==> config.mk <==
export PLATFORM = sky130hd
export DESIGN_NAME = vu_bus_initiator
export DESIGN_NICKNAME = d
export VERILOG_FILES = /design/src/rtl/vu_bus_initiator.sv
export SDC_FILE = /design/constraint.sdc
export NUM_CORES = 1
export LEC_CHECK = 0
export CAP_MARGIN = 20
export CORE_ASPECT_RATIO = 1.4
export CORE_MARGIN = 2
export CORE_UTILIZATION = 50
export DETAILED_ROUTE_END_ITERATION = 8
export PLACE_DENSITY = 0.84
export SYNTH_ARGS = -nofsm -noshare
export SYNTH_HDL_FRONTEND = slang
export SYNTH_SLANG_ARGS = --single-unit
export TNS_END_PERCENT = 10
==> constraint.sdc <==
create_clock -name clk_cpu -period 3.1 [get_ports clk_cpu]
set_input_delay 0.775 -clock clk_cpu [delete_from_list [all_inputs] [get_ports clk_cpu]]
set_output_delay 0.775 -clock clk_cpu [all_outputs]
set_load 0.005 [all_outputs]
==> src/rtl/vu_bus_initiator.sv <==
// vu_bus_initiator: initiator side of the Vector-06c expansion bus.
// Turns single-beat memory/I/O requests into complete bus cycles: status
// strobe, multiplexed row/column address with ~RAS/~CAS, read/write strobes
// and read-data capture. All bus-facing outputs are registered.
// Optional feature macro: VU_REFRESH_EN adds on-demand RAS-only refresh
// cycles with a wrapping 8-bit row counter. Without it refresh_req is ignored
// and refresh_done stays 0.
module vu_bus_initiator #(
  parameter int T_SOST = 2,  // status phase length, 1..15
  parameter int T_RC   = 3,  // ~RAS low to column switch, 1..15
  parameter int T_STB  = 4,  // read/write strobe length, 1..15
  parameter int T_REC  = 2   // recovery with all strobes high, 1..15
) (
  input  logic        clk_cpu,
  input  logic        sys_reset,
  input  logic        req_valid,
  output logic        req_ready,
  input  logic [1:0]  req_kind,
  input  logic [15:0] req_addr,
  input  logic [7:0]  req_wdata,
  input  logic        req_stack,
  input  logic        refresh_req,
  output logic        refresh_done,
  output logic        rsp_valid,
  output logic [7:0]  rsp_rdata,
  output logic        rsp_blk,
  output logic [7:0]  vu_shap_n,
  output logic [7:0]  vu_shavv_n,
  output logic        vu_ras_n,
  output logic        vu_cas_n,
  output logic        vu_zpzu_n,
  output logic        vu_chtzu_n,
  output logic        vu_zpvv_n,
  output logic        vu_chtvv_n,
  output logic        vu_stack,
  output logic        vu_strob_sost,
  output logic [7:0]  vu_shd_o,
  output logic        vu_shd_oe,
  input  logic [7:0]  vu_shd_i,
  input  logic        vu_blk_n
);

  typedef enum logic [2:0] {
    S_IDLE, S_SOST, S_ROW, S_COLSET, S_STROBE, S_RELEASE
  } state_t;

  // Per-cycle context latched at accept (or at refresh start).
  typedef struct packed {
    logic io;    // I/O cycle (no ~RAS/~CAS)
    logic wr;    // write cycle
    logic stk;   // drive СТЕК (memory cycles only)
    logic refc;  // RAS-only refresh cycle
    logic half;  // refresh: second part of the long ~RAS phase
  } ctx_t;

  // Every registered bus/handshake output in one bundle.
  typedef struct packed {
    logic       ras_n;
    logic       cas_n;
    logic       zpzu_n;
    logic       chtzu_n;
    logic       zpvv_n;
    logic       chtvv_n;
    logic       strob_sost;
    logic       stack;
    logic       shd_oe;
    logic       req_ready;
    logic       rsp_valid;
    logic       refresh_done;
    logic [7:0] shap_n;
    logic [7:0] shavv_n;
    logic [7:0] shd_o;
  } out_t;

  localparam out_t OUT_RST = '{
    ras_n: 1'b1, cas_n: 1'b1, zpzu_n: 1'b1, chtzu_n: 1'b1,
    zpvv_n: 1'b1, chtvv_n: 1'b1, strob_sost: 1'b0, stack: 1'b0,
    shd_oe: 1'b0, req_ready: 1'b0, rsp_valid: 1'b0, refresh_done: 1'b0,
    shap_n: 8'hFF, shavv_n: 8'hFF, shd_o: 8'h00
  };

  // Phase counter reload values: counter runs N-1 down to 0.
  localparam logic [3:0] C_SOST = 4'(T_SOST - 1);
  localparam logic [3:0] C_RC   = 4'(T_RC - 1);
  localparam logic [3:0] C_STB  = 4'(T_STB - 1);
  localparam logic [3:0] C_REC  = 4'(T_REC - 1);

  state_t      state, state_n;
  logic [3:0]  cnt, cnt_n;
  ctx_t        ctx, ctx_n;
  logic [15:0] addr_q, addr_n;
  logic [7:0]  wdata_q, wdata_n;
  logic        refresh_pend, pend_n;
  logic [7:0]  row_cnt;
  logic        ref_start, ref_release, capture;
  out_t        out_q, out_d;

  // Next-state, phase counter and context selection.
  // NOTE: every variable gets a default first so no path leaves one unassigned (no latches).
  always_comb begin
    state_n     = state;
    cnt_n       = (cnt == 4'd0) ? cnt : cnt - 4'd1;
    ctx_n       = ctx;
    addr_n      = addr_q;
    wdata_n     = wdata_q;
    ref_start   = 1'b0;
    ref_release = 1'b0;
    capture     = 1'b0;
    case (state)
      S_IDLE: begin
        if (refresh_pend) begin
          ref_start = 1'b1;
          state_n   = S_ROW;
          cnt_n     = C_RC;
          ctx_n     = '{io: 1'b0, wr: 1'b0, stk: 1'b0, refc: 1'b1, half: 1'b0};
        end else if (req_valid && req_ready) begin
          state_n = S_SOST;
          cnt_n   = C_SOST;
          ctx_n   = '{io: req_kind[1], wr: req_kind[0],
                      stk: req_stack & ~req_kind[1], refc: 1'b0, half: 1'b0};
          addr_n  = req_addr;
          wdata_n = req_wdata;
        end
      end
      S_SOST: begin
        if (cnt == 4'd0) begin
          state_n = ctx.io ? S_STROBE : S_ROW;
          cnt_n   = ctx.io ? C_STB : C_RC;
        end
      end
      S_ROW: begin
        if (cnt == 4'd0) begin
          if (!ctx.refc) begin
            state_n = S_COLSET;
            cnt_n   = 4'd0;
          end else if (!ctx.half) begin
            // Refresh keeps ~RAS low for T_RC+T_STB: reload once in place.
            ctx_n.half = 1'b1;
            cnt_n      = C_STB;
          end else begin
            ref_release = 1'b1;
            state_n     = S_RELEASE;
            cnt_n       = C_REC;
          end
        end
      end
      S_COLSET: begin
        state_n = S_STROBE;
        cnt_n   = C_STB;
      end
      S_STROBE: begin
        if (cnt == 4'd0) begin
          capture = ~ctx.wr;
          state_n = S_RELEASE;
          cnt_n   = C_REC;
        end
      end
      S_RELEASE: begin
        if (cnt == 4'd0) state_n = S_IDLE;
      end
      default: state_n = S_IDLE;
    endcase
  end

  // Output decode from the upcoming state so every output is a flop.
  always_comb begin
    out_d              = OUT_RST;
    out_d.req_ready    = (state_n == S_IDLE) && !pend_n;
    out_d.rsp_valid    = (state == S_STROBE) && (state_n == S_RELEASE);
    out_d.refresh_done = ref_release;
    case (state_n)
      S_SOST: begin
        out_d.strob_sost = 1'b1;
        out_d.stack      = ctx_n.stk;
        out_d.shd_oe     = ctx_n.wr;
        if (ctx_n.io) out_d.shavv_n = ~addr_n[7:0];
        else          out_d.shap_n  = ~addr_n[7:0];
      end
      S_ROW: begin
        out_d.ras_n  = 1'b0;
        out_d.stack  = ctx_n.stk;
        out_d.shd_oe = ctx_n.wr;
        out_d.shap_n = ctx_n.refc ? ~row_cnt : ~addr_n[7:0];
      end
      S_COLSET: begin
        out_d.ras_n  = 1'b0;
        out_d.stack  = ctx_n.stk;
        out_d.shd_oe = ctx_n.wr;
        out_d.shap_n = ~addr_n[15:8];
      end
      S_STROBE: begin
        out_d.shd_oe = ctx_n.wr;
        if (ctx_n.io) begin
          out_d.shavv_n = ~addr_n[7:0];
          out_d.zpvv_n  = ~ctx_n.wr;
          out_d.chtvv_n = ctx_n.wr;
        end else begin
          out_d.stack   = ctx_n.stk;
          out_d.ras_n   = 1'b0;
          out_d.cas_n   = 1'b0;
          out_d.shap_n  = ~addr_n[15:8];
          out_d.zpzu_n  = ~ctx_n.wr;
          out_d.chtzu_n = ctx_n.wr;
        end
      end
      S_RELEASE: begin
        // I/O port address is held through recovery; memory bus is released.
        if (ctx_n.io) out_d.shavv_n = ~addr_n[7:0];
      end
      default: ;
    endcase
    out_d.shd_o = out_d.shd_oe ? wdata_n : 8'h00;
  end

  // State, counter, context and refresh-pending registers.
  // NOTE: sequential state uses non-blocking assignments so all flops update together.
  always_ff @(posedge clk_cpu or posedge sys_reset) begin
    if (sys_reset) begin
      state        <= S_IDLE;
      cnt          <= 4'd0;
      ctx          <= '0;
      addr_q       <= 16'h0000;
      wdata_q      <= 8'h00;
      refresh_pend <= 1'b0;
    end else begin
      state        <= state_n;
      cnt          <= cnt_n;
      ctx          <= ctx_n;
      addr_q       <= addr_n;
      wdata_q      <= wdata_n;
      refresh_pend <= pend_n;
    end
  end

  // Registered bus outputs and read-data capture.
  // NOTE: capture registers are reset too, since rsp_rdata/rsp_blk are visible outputs.
  always_ff @(posedge clk_cpu or posedge sys_reset) begin
    if (sys_reset) begin
      out_q     <= OUT_RST;
      rsp_rdata <= 8'h00;
      rsp_blk   <= 1'b0;
    end else begin
      out_q <= out_d;
      if (capture) begin
        rsp_rdata <= vu_shd_i;
        rsp_blk   <= ~vu_blk_n;
      end
    end
  end

`ifdef VU_REFRESH_EN
  // Pending pulses collapse into one flag; a pulse on the start cycle re-arms it.
  assign pend_n = (refresh_pend & ~ref_start) | refresh_req;

  // Refresh row counter advances on entry to RELEASE, wrapping 255 -> 0.
  always_ff @(posedge clk_cpu or posedge sys_reset) begin
    if (sys_reset)        row_cnt <= 8'h00;
    else if (ref_release) row_cnt <= row_cnt + 8'd1;
  end
`else
  assign pend_n  = 1'b0;
  assign row_cnt = 8'h00;
  logic unused_refresh;
  assign unused_refresh = refresh_req ^ ref_start;
`endif

  assign req_ready     = out_q.req_ready;
  assign rsp_valid     = out_q.rsp_valid;
  assign refresh_done  = out_q.refresh_done;
  assign vu_shap_n     = out_q.shap_n;
  assign vu_shavv_n    = out_q.shavv_n;
  assign vu_ras_n      = out_q.ras_n;
  assign vu_cas_n      = out_q.cas_n;
  assign vu_zpzu_n     = out_q.zpzu_n;
  assign vu_chtzu_n    = out_q.chtzu_n;
  assign vu_zpvv_n     = out_q.zpvv_n;
  assign vu_chtvv_n    = out_q.chtvv_n;
  assign vu_stack      = out_q.stack;
  assign vu_strob_sost = out_q.strob_sost;
  assign vu_shd_o      = out_q.shd_o;
  assign vu_shd_oe     = out_q.shd_oe;

endmodule
==> flow_summary_export.csv, run 1 <==
group,metric,value,unit
status,status,"completed",
timing,worst_slew_margin_rel,50.78,%
setup_path,critical_path_required,3.35,ns
timing,tmin_final,2.893,ns
floorplanning,core_area,0.007027,mm²
route,drt_iter0_drc,206,
route,detailroute.via_count,2905,
flow_run,max_cap_violations,0,
floorplanning,die_width,76.11,µm
logic_synthesis,synthesis.instances,352,
cts,cts_root_buffer,"sky130_fd_sc_hd__clkbuf_8",
setup_path,timing_worst_setup_path_type,"flip-flop to flip-flop",
floorplanning,fp-row-count,36,
logic_synthesis,yosysUniqueCellTypes,48,
timing,final_clock_skew,0.007988,ns
setup_path,path_buf_inv,1,
route,firstDrtPassIters,4,
setup_path,regToRegSetupSlack,0.21,ns
logic_synthesis,edff_count_synth,0,
placement,place_hpwl,5893,µm
logic_synthesis,ys_seq_area_share,56.45,%
cts,cts.path.max_buffers,2,
timing,rsz0062_at_grt,"false",
logic_synthesis,post_synth_instance_area,0.003640,mm²
finish,final_nets,476,
grt,groute.usage.overall,22.48,%
route,wirelength_per_cell,15.42,µm
timing,final-setup-viol-count,0,
grt,wire_length_of_the_first_global_routing_pass,14190,µm
floorplanning,start_util,51.80,%
finish,final_layout_size_suffix_gt1_share,15.68,%
logic_synthesis,ys_seq_elements,81,
cts,postCtsHoldBufs,0,
power_and_ir_drop,vdd_drop_max,0.5197,mV
finish,post-route-cell-area,0.004788,mm²
setup_path,critPathSlowestCell,"sky130_fd_sc_hd__nor3b_2",
route,route.detailed.vias_per_inst,5.430,
setup_path,crit_fanout,20,
cts,cts_htree_levels,3,
placement,port_buffers,83,
cts,worstSkewPairLatency,0.36,ns
setup_path,cp_top_family,"simple AND/OR/NAND/NOR gates",
timing,drv_slew,0,
logic_synthesis,synth_fp_nets,393,
logic_synthesis,yosys_most_used_dff,"sky130_fd_sc_hd__dfrtp_1",
timing,post-route-period-util,93.32,%
power_and_ir_drop,report.power.total,0.004927,W
power_and_ir_drop,power_per_cell_area,1029,mW/mm²
cts,clock_buffers_created_by_tritoncts,9,
timing,fmaxAchievable,345.7,MHz
hold_path,hold_path_class,"flip-flop to flip-flop",
floorplanning,top_level_ports,85,
cts,clkTransAtPathRegs,0.08,ns
setup_path,timing.critical_path.arrival,3.15,ns
route,postRouteAntennaNets,0,
grt,grt_pass1_vias,2879,
grt,antenna_found_initial,0,
cts,clock_sink_count,81,
route,post-route-drc-count,0,
placement,postPlaceCellArea,0.004582,mm²
grt,gr-total-overflow,0,
cts,cts_tree,"yes",
logic_synthesis,synth-async-reset-ratio,100.0,%
setup_path,worstPathCellList,"inv_1 > ha_1 > nor3b_2 > nand4_1 > and3_4 > a311o_1 > and2_4",
logic_synthesis,avgSynthCellArea,10.34,µm²
cts,number_of_resized_instances_in_the_post_cts_repair_step,0,
grt,pin_count_of_the_biggest_net_entering_global_routing,36,
setup_path,critPathMaxStageDelay,0.48,ns
floorplanning,die_h,105.0,µm
setup_path,worst_setup_sp_type,"flip-flop",
cts,post-cts-setup-buffer-count,0,
route,detail_route.wirelength,8251,µm
logic_synthesis,ys.warnings.count,0,
finish,antennaDiodeCount,0,
floorplanning,fp.dieArea,0.007988,mm²
setup_path,critical_path.endpoint_type,"flip-flop",
finish,flow.area_growth_from_synthesis,31.56,%
placement,gp_congestion,0.8577,
timing,worst-slew-pin-transition,0.7343,ns
timing,finalSetupTns,0,ns
power_and_ir_drop,leakage_power,2.107,nW
timing,finalHoldViolCount,0,
[cells by family after synthesis]
kind of cell               share of synthesized area (%)
and+or+nand+nor                                    21.31
DFF                                                56.45
AOI/OAI and AO/OA                                  11.24
buffers and inverters                              4.778
muxes                                              5.638
xor gates and xnor gates                          0.2407
adders and majority gates                         0.3437
[power breakdown]
group	internal, W	switching (W)
sequential	0.00157	0.000240
combinational	0.00109	0.00125
clock	0.000416	0.000361
[per-stage QoR]
stage	utilization, %	hold slack, ns	cells	setup slack, ns
after floorplan	-	0.4336	352	0.2813
after global placement	65.21	0.4514	519	0.3438
after detailed placement	65.21	0.4610	519	0.2596
after CTS	68.14	0.4840	535	0.2488
after global routing	68.14	0.5133	535	0.02476
final	68.14	0.4881	535	0.2070
[final cells by class]
class / count / area (µm²)
multi-input cells: 231 / 1414
clock buffers: 12 / 155.1
well taps: 95 / 118.9
clock inverters: 4 / 51.30
inverters: 18 / 68.82
repair buffers: 94 / 925.9
fillers: 551 / 2238
flip-flops and latches: 81 / 2054
[cell usage in the layout, fill, tap and decap left out, types with 10 or more instances in the layout]
cell	netlist	routed
sky130_fd_sc_hd__nand3_1	14	14
sky130_fd_sc_hd__inv_1	17	16
sky130_fd_sc_hd__clkdlybuf4s50_1	0	83
sky130_fd_sc_hd__buf_4	0	10
sky130_fd_sc_hd__dfstp_2	22	22
sky130_fd_sc_hd__clkbuf_8	0	11
sky130_fd_sc_hd__mux2i_1	10	10
sky130_fd_sc_hd__nand4_1	17	17
sky130_fd_sc_hd__dfrtp_1	59	59
sky130_fd_sc_hd__nand2_1	67	67
sky130_fd_sc_hd__nand2b_1	14	14
sky130_fd_sc_hd__a21oi_1	26	26
[cells in the mapped netlist (4+ instances only)]
cell,instances,share of area [%]
sky130_fd_sc_hd__dfstp_2,22,16
sky130_fd_sc_hd__o311a_1,7,1.9
sky130_fd_sc_hd__clkbuf_1,12,1.2
sky130_fd_sc_hd__nand3_1,14,1.9
sky130_fd_sc_hd__inv_1,17,1.8
sky130_fd_sc_hd__nand2_1,67,6.9
sky130_fd_sc_hd__nor2_1,9,0.93
sky130_fd_sc_hd__mux2_2,8,2.5
sky130_fd_sc_hd__a21oi_1,26,3.6
sky130_fd_sc_hd__nand2b_1,14,2.4
sky130_fd_sc_hd__nor2b_1,8,1.4
sky130_fd_sc_hd__nand4_1,17,2.9
sky130_fd_sc_hd__dfrtp_1,59,41
sky130_fd_sc_hd__o211ai_1,8,1.7
sky130_fd_sc_hd__nor3_1,4,0.55
sky130_fd_sc_hd__mux2i_1,10,2.8
sky130_fd_sc_hd__buf_2,7,0.96
[worst min-delay path, stage by stage, from the launching register on]
cell and delay [ns]:
sky130_fd_sc_hd__dfrtp_1 0.33, sky130_fd_sc_hd__nand2_1 0.05, sky130_fd_sc_hd__nand2_1 0.08
[path summary, 6_finish.rpt]
| check | from | endpoint | cells past startpoint |
|---|---|---|---|
| max in group asynchronous | sys_reset | vu_shap_n[6] | 3 |
| worst max register to register | cnt[0] | vu_stack | 7 |
| worst min-delay path | wdata_q[0] | wdata_q[0] | 2 |
| worst min register to register | wdata_q[0] | wdata_q[0] | 2 |
| min in group asynchronous | sys_reset | rsp_rdata[5] | 2 |
| worst max-delay path | cnt[0] | vu_stack | 7 |
[state kept, by name (all words and copies together) (netlist names), 4 cells and up]
| register | cells |
|---|---|
| ctx | 5 |
| wdata_q | 8 |
| cnt | 4 |
| addr_q | 16 |
| rsp_rdata | 8 |
| vu_shd_o | 8 |
| vu_shavv_n | 8 |
| vu_shap_n | 8 |
[layer usage]
metal,global-route usage [%],vias up,share of wire (%)
met4,8.961,0,1.6
met2,38.39,88,53
met5,0,-,0
li1,-,1391,-
met1,28.31,1417,41
met3,4.145,9,4.8
Note: power is estimated with default switching activity, not from simulation.
==> run 2: changes to the inputs <==
Settings changed: ABC_CLOCK_PERIOD_IN_PS set to 3100.
==> results of run 2 <==
Same layout as run 1: the final DEF is identical, and so are final timing and power.
==> run 3: changes to the inputs <==
Settings changed: ABC_CLOCK_PERIOD_IN_PS 3100 to 2500, CORE_UTILIZATION 50 to 45, GPL_TIMING_DRIVEN set to 0, PLACE_DENSITY 0.84 to 0.8, SLEW_MARGIN set to 20.
Clock period 3.1 ns to 2.5 ns, I/O delays scaled along.
==> run 3 against run 2 <==
Against the previous run: core utilization shrank 5.1 points; maximum frequency grew 19%; final cell count grew 3.7%; register-to-register slack lost 0.14 ns; clock power grew 23%; setup slack lost 0.14 ns; non-clock buffer count grew 15; count of clock-buffer cells in the layout grew 1; largest power group unchanged; critical endpoint unchanged; die area grew 11%; flip-flop and latch count is the same; critical path depth grew 2; via count grew 6.2%.
==> flow_summary_export.csv, run 3 (same netlist as run 1, synthesis figures left out) <==
group,metric,value,unit
route,detail_route.wirelength,9325,µm
cts,postCtsHoldBufs,0,
cts,cts_tree,"yes",
timing,tmin_final,2.434,ns
setup_path,regToRegSetupSlack,0.07,ns
route,firstDrtPassIters,6,
floorplanning,fp.dieArea,0.008834,mm²
finish,final_nets,491,
route,route.detailed.vias_per_inst,5.557,
grt,grt_pass1_vias,3193,
cts,clkTransAtPathRegs,0.08,ns
power_and_ir_drop,power_per_cell_area,1307,mW/mm²
finish,layout_commonest_cell,"sky130_fd_sc_hd__clkdlybuf4s50_1",
cts,clock_sink_count,81,
finish,largest-register,"addr_q",
cts,clock_buffers_created_by_tritoncts,9,
placement,postPlaceCellArea,0.004629,mm²
setup_path,worstReg2RegEnd,"vu_stack",
floorplanning,die_width,80.01,µm
flow_run,max_cap_violations,0,
grt,gr-total-overflow,0,
setup_path,path_common_cell,"sky130_fd_sc_hd__buf_6",
setup_path,worstSetupStartpoint,"cnt[0]",
finish,flow.area_growth_from_synthesis,35.13,%
setup_path,critical_path_required,2.75,ns
placement,place_ws,-0.6454,ns
timing,finalHoldViolCount,0,
cts,worstSkewPairLatency,0.35,ns
grt,antenna_found_initial,0,
finish,final_layout_size_suffix_gt1_share,17.80,%
timing,finalSetupTns,0,ns
floorplanning,die_h,110.4,µm
route,drt_iter0_drc,152,
finish,largest_reg_flops,16,
hold_path,timing.hold.worst.start,"ctx[2]",
timing,final_critical_path_setup_slack,0.06577,ns
route,detailroute.via_count,3084,
timing,final-setup-viol-count,0,
setup_path,reg2regPathDepth,9,
timing,drv_slew,0,
setup_path,worst_setup_sp_type,"flip-flop",
grt,wire_length_of_the_first_global_routing_pass,15170,µm
status,status,"completed",
grt,pin_count_of_the_biggest_net_entering_global_routing,37,
timing,worst-slew-pin-transition,0.5523,ns
floorplanning,fp-row-count,38,
floorplanning,start_util,46.68,%
finish,area.sequential,0.002054,mm²
route,postRouteAntennaNets,0,
placement,gp_congestion,0.8872,
floorplanning,core_area,0.007797,mm²
setup_path,critPathSlowestCell,"sky130_fd_sc_hd__dfrtp_1",
placement,port_buffers,82,
cts,cts.path.max_buffers,2,
finish,post-route-cell-area,0.004918,mm²
setup_path,timing_worst_setup_path_type,"flip-flop to flip-flop",
finish,multiInputGateArea,0.001455,mm²
setup_path,critical_path.endpoint_type,"flip-flop",
floorplanning,top_level_ports,85,
placement,place_hpwl,6755,µm
timing,final_clock_skew,0.01017,ns
route,wirelength_per_cell,16.80,µm
cts,cts_htree_levels,3,
route,post-route-drc-count,0,
setup_path,worstPathCellList,"inv_1 > ha_4 > nor3b_4 > mux2_4 > and3_4 > buf_6 > a311o_1 > buf_6 > and2_4",
timing,post-route-period-util,97.37,%
cts,cts_root_buffer,"sky130_fd_sc_hd__clkbuf_8",
power_and_ir_drop,vdd_drop_max,0.5963,mV
timing,fmaxAchievable,410.8,MHz
finish,commonest_non_fill_non_tap_cells_in_the_layout,"82 x sky130_fd_sc_hd__clkdlybuf4s50_1, 66 x sky130_fd_sc_hd__nand2_1, 59 x sky130_fd_sc_hd__dfrtp_1, 26 x sky130_fd_sc_hd__a21oi_1, 22 x sky130_fd_sc_hd__dfstp_2",
timing,worst_slew_margin_rel,63.18,%
setup_path,critPathMaxStageDelay,0.42,ns
hold_path,hold_path_class,"flip-flop to flip-flop",
setup_path,worst_r2r_startpoint,"cnt[0]",
setup_path,crit_end,"vu_stack",
power_and_ir_drop,leakage_power,2.162,nW
grt,groute.usage.overall,21.87,%
setup_path,crit_fanout,10,
setup_path,timing.critical_path.arrival,2.68,ns
finish,antennaDiodeCount,0,
finish,nFillCells,639,
finish,post-route-util,63.08,%
run 3: critical path, delay by kind of cell, from the launching register on:
kind / cells / cell delay (ns)
AND/OR/NAND/NOR: 3 / 0.63
buffers and inverters: 3 / 0.44
flip-flops: 1 / 0.42
multiplexers: 1 / 0.35
AO/OA/AOI/OAI: 1 / 0.32
adder cells (fa/ha/maj): 1 / 0.18
run 3: area by class of cell:
class | count | share of cell area, %
buffer | 21 | 2.493
clock buffer | 13 | 3.231
clock inverter | 3 | 0.8140
inverter | 18 | 1.450
multi-input combinational | 231 | 29.59
sequential | 81 | 41.77
tap | 100 | 2.544
timing repair buffer | 88 | 18.11
run 3: worst min path at each step:
stage                            end  slack, ns  cells after the start
after detailed placement      ctx[2]       0.46                      2
after global routing      wdata_q[3]       0.50                      2
after CTS                     ctx[2]       0.47                      2
after floorplan           wdata_q[7]       0.43                      2
after global placement    wdata_q[7]       0.45                      2
final                         ctx[2]       0.48                      2
run 3: repair_timing:
| action | in CTS | in global routing |
|---|---|---|
| setup endpoints to repair | 48 | 47 |
| setup buffers | 1 | 3 |
| pin swaps | 1 | 0 |
| gates resized for setup | 8 | 17 |
run 3: routing by layer:
metal	global-route usage (%)	routed length (µm)	vias up
met5	0	0	-
met4	10.96	284	0
met3	4.085	432	28
met2	36.72	4938	133
met1	26.30	3670	1507
li1	-	-	1416
run 3: per-stage QoR:
stage / hold WS, ns / instances / power [W]
after CTS: 0.4746 / 552 / 0.006281
after global routing: 0.5047 / 555 / 0.006843
after floorplan: 0.4336 / 352 / 0.004062
final: 0.4766 / 555 / 0.006430
after global placement: 0.4493 / 534 / 0.005131
after detailed placement: 0.4591 / 536 / 0.005262
run 3: report_power, final:
part	switching (W)	internal, W
registers	0.000259	0.00194
clock network	0.000446	0.000514
logic	0.00176	0.00151
total	0.00246	0.00397
